[config.mk]
export PLATFORM = sky130hd
export DESIGN_NAME = param_updown_counter
export DESIGN_NICKNAME = d
export VERILOG_FILES = /design/src/rtl/param_updown_counter.sv
export SDC_FILE = /design/constraint.sdc
export NUM_CORES = 1
export LEC_CHECK = 0
export CORE_MARGIN = 3
export CORE_UTILIZATION = 30
export DETAILED_ROUTE_END_ITERATION = 8
export PLACE_DENSITY = 0.52
export REMOVE_ABC_BUFFERS = 1
export SLEW_MARGIN = 20
export SYNTH_ARGS = -nofsm -noshare
export SYNTH_HDL_FRONTEND = slang
export SYNTH_SLANG_ARGS = --single-unit
[constraint.sdc]
create_clock -name clk -period 1.6 [get_ports clk]
set_input_delay 0.16 -clock clk [delete_from_list [all_inputs] [get_ports clk]]
set_output_delay 0.16 -clock clk [all_outputs]
set_load 0.005 [all_outputs]
[src/rtl/param_updown_counter.sv]
// param_updown_counter: up/down counter stepped by a programmable prescaler enable,
// with synchronous load, wrap/saturate limits and registered tick/tc pulses.
module param_updown_counter #(
    parameter int WIDTH     = 4,
    parameter int DIV_WIDTH = 3,
    parameter int SATURATE  = 0
) (
    input  logic                 clk,
    input  logic                 rst_n,
    input  logic                 en,
    input  logic [DIV_WIDTH-1:0] div_ratio,
    input  logic                 mode,
    input  logic                 load,
    input  logic [WIDTH-1:0]     load_val,
    output logic [WIDTH-1:0]     count,
    output logic                 tick,
    output logic                 tc
);
    logic [DIV_WIDTH-1:0] div_cnt;
    logic                 step;
    logic                 at_lim;
    logic [WIDTH-1:0]     nxt;
    // >= rather than == so a lowered div_ratio steps at once instead of wrapping div_cnt
    assign step   = en && (div_cnt >= div_ratio);
    assign at_lim = mode ? &count : ~|count;
    assign nxt    = (at_lim && SATURATE != 0) ? count : mode ? count + 1'b1 : count - 1'b1;
    always_ff @(posedge clk or negedge rst_n) begin
        if (!rst_n) begin
            div_cnt <= '0;
            count   <= '0;
            tick    <= 1'b0;
            tc      <= 1'b0;
        end else if (load) begin
            div_cnt <= '0;
            count   <= load_val;
            tick    <= 1'b0;
            tc      <= 1'b0;
        end else begin
            div_cnt <= step ? '0 : en ? div_cnt + 1'b1 : div_cnt;
            count   <= step ? nxt : count;
            tick    <= step;
            tc      <= step && at_lim;
        end
    end
endmodule

==> metrics.yaml <==
sta:
  setup_violations: 0
  tns_ns: 0
  period_needed_ns: 1.54
  fmax_ghz: 0.650
  fin_crit_sh: 0.961
  final_max_slew_viol_count: 0
  max_slew_margin: 0.672
  fin_hold_ws_ns: 0.199
  final.setup_skew_ns: 0.00792
  tightestPinTransition_ns: 0.491
  hold_violations: 0
power_and_ir_drop:
  share_comb_of_total_power: 0.337
  leakage_nw: 0.417
  p_int_uw: 474
  p_sw_frac: 0.290
  clockPowerShare: 0.264
  switchingPower_uw: 194
  ir_drop_mv: 0.454
  share_seq_of_total_power: 0.399
  cellPowerDensity_nw_per_um2: 733
logic_synthesis:
  synth_warnings: 0
  ys_seq_elements: 9
  synth_top_area_share: 0.382
  netlist_instances: 62
  ys_types: 25
  ys_seq_area_frac: 0.382
  synth_top_family_by_area: "simple AND/OR/NAND/NOR gates"
  yosys.area_share.simple: 0.180
  synth.area.mux_share: 0.0340
  synth_compound_area_frac: 0.159
  synth_area_leaders: "dfrtp_1 38%, ha_1 13%, xor2_1 4.5%, a21oi_1 4.2%, fa_1 3.4%"
  synth_fa_ha_area_frac: 0.161
  synth.cell_area_um2: 589
  syn_avg_cell_area_um2: 9.51
  synth_area_leader_cell: "dfrtp_1"
  synthXorXnorAreaFrac: 0.0446
global_routing:
  gr-usage-all-layers: 0.120
  grt_pass1_wl_um: 2310
  grt_overflow: 0
  antenna_found_initial: 0
  grt_pass1_vias: 547
  grt_max_degree: 14
finish:
  layout.cells.most_common_list: "17 x clkdlybuf4s50_1, 9 x dfrtp_1, 9 x buf_4"
  fin_nets: 111
  drive_above_1_share: 0.253
  final_common_cell: "clkdlybuf4s50_1"
  antennaDiodeCount: 0
  syn2layout_area_growth_pct: 54.6
cts:
  cts_sinks: 9
  cts_setup_buffers: 0
  cts_max_path_buffers: 2
  cts_buffers: 3
  clock_latency_ns: 0.26
  htreeDepth: 1
  cts.reportedPaths.clkPinSlew_ns: 0.07
  cts_tree: "built"
  ctsRootBufferMaster: "clkbuf_4"
die:
  rows: 15
  core-area_um2: 1780
  dieHeight_um: 50.3
  io_pins: 18
  die_width_um: 50.3
  start_util: 0.331
  die_area_um2: 2530
routing:
  routed_wl_um: 1370
  ant_nets: 0
  viasPerCell: 4.55
  wl_per_cell_um: 11.8
  drt_first_pass_iters: 2
  drc: 0
  num_vias: 528
  drt-initial-drc-count: 2
status:
  status: "complete, no violations"
critical_path:
  r2r_slack_ns: 0.07
  r2r_cells: 6
  endpoint_kind: "flip-flop"
  regToRegEndpoint: "count[1]$_DFFE_PN0P_"
  worst_ep_required_time_ns: 1.73
  rr_startpoint: "div_cnt[2]$_DFFE_PN0P_"
  start_kind: "primary input"
  crit_arrival_ns: 1.66
  worstSetupPathType: "primary input to flip-flop"
  critPathLaunch: "div_ratio[2]"
  path_max_fanout: 4
min_path:
  hold_class: "primary input to asynchronous set/reset pin"
placement:
  routabilityCongestion: 0.713
  io_buffer_count: 17
  dp_hpwl_um: 1060
job:
  maxCapViolations: 0
[cells by family after synthesis]
| logic type | Yosys count |
|---|---|
| DFF | 9 |
| adders and majority gates | 7 |
| muxes | 2 |
| and+or+nand+nor | 20 |
| xor gates and xnor gates | 3 |
| AOI/OAI and AO/OA | 15 |
| buffers and inverters | 6 |
[worst max-delay path by stage]
stage | end | slack [ns]
2_1_floorplan | count[3]$_DFFE_PN0P_ | 0.13
3_3_place_gp | count[3]$_DFFE_PN0P_ | -0.28
3_5_place_dp | count[3]$_DFFE_PN0P_ | -0.26
4_1_cts | count[3]$_DFFE_PN0P_ | 0.002
5_1_grt | count[1]$_DFFE_PN0P_ | -0.008
6_report | count[1]$_DFFE_PN0P_ | 0.06
[power by group through the flow]
stage | sequential (mW) | combinational [mW] | clock (mW)
after floorplan | 0.271 | 0.0892 | 0
final | 0.266 | 0.225 | 0.176
after global placement | 0.269 | 0.209 | 0
after global routing | 0.270 | 0.252 | 0.200
after detailed placement | 0.269 | 0.210 | 0
after CTS | 0.265 | 0.211 | 0.185
[cell usage after synthesis]
| master | count |
|---|---|
| dfrtp_1 | 9 |
| a31oi_1 | 1 |
| o21ai_1 | 1 |
| nand3_1 | 4 |
| nand2_1 | 5 |
| or4_1 | 1 |
| o21ai_2 | 1 |
| buf_1 | 1 |
| nand2_2 | 1 |
| xor2_1 | 3 |
| inv_1 | 5 |
| o21ai_0 | 4 |
| fa_1 | 1 |
| mux2i_1 | 2 |
| and3_1 | 1 |
| o211ai_2 | 1 |
| ha_1 | 6 |
| nor2_1 | 3 |
| and3_2 | 1 |
| a21oi_1 | 5 |
| o21a_1 | 1 |
| nand2b_1 | 2 |
| nor3_2 | 1 |
| nor2b_1 | 1 |
| a2bb2oi_1 | 1 |
[timing repair]
| item | 4_1_cts | 5_1_grt |
|---|---|---|
| endpoints found under the setup margin | 0 | 6 |
| gates resized for setup | 0 | 7 |
| hold buffers | 0 | 0 |
[critical path, cell delays in order]
cell and delay [ns]:
clkdlybuf4s50_1 0.45, inv_1 0.04, ha_1 0.31, a21oi_2 0.18
o21ai_2 0.09, nand2_2 0.14, mux2i_1 0.20, o21ai_0 0.08
[flip-flops by register name, indices dropped and copies added (netlist names)]
| signal | count |
|---|---|
| div_cnt | 3 |
| count | 4 |
| tick | 1 |
| tc | 1 |
[metrics by stage]
step / util / power, mW / worst slack (ns) / cell area (µm²) / instances
2_1_floorplan: - / 0.360 / 0.129 / 586 / 61
3_3_place_gp: 0.479 / 0.478 / -0.284 / 855 / 112
3_5_place_dp: 0.479 / 0.479 / -0.262 / 855 / 112
4_1_cts: 0.494 / 0.661 / 0.00193 / 881 / 116
5_1_grt: 0.511 / 0.721 / -0.00839 / 911 / 116
6_report: 0.511 / 0.668 / 0.0625 / 911 / 116
[layer usage]
metal  track usage  part of all wire  up-vias
met4        0.0135                 0        0
met3        0.0475             0.037        0
met2         0.189              0.45        8
met5             0                 0        -
li1              -                 -      273
met1         0.158              0.51      247
[final cells by class]
class | instances | area (µm²)
well taps | 25 | 31.3
inverters | 5 | 18.8
clock buffers | 4 | 26.3
multi-input cells | 47 | 372
repair buffers | 26 | 238
fillers | 175 | 872
flip-flops and latches | 9 | 225
Note: power is estimated with default switching activity, not from simulation.
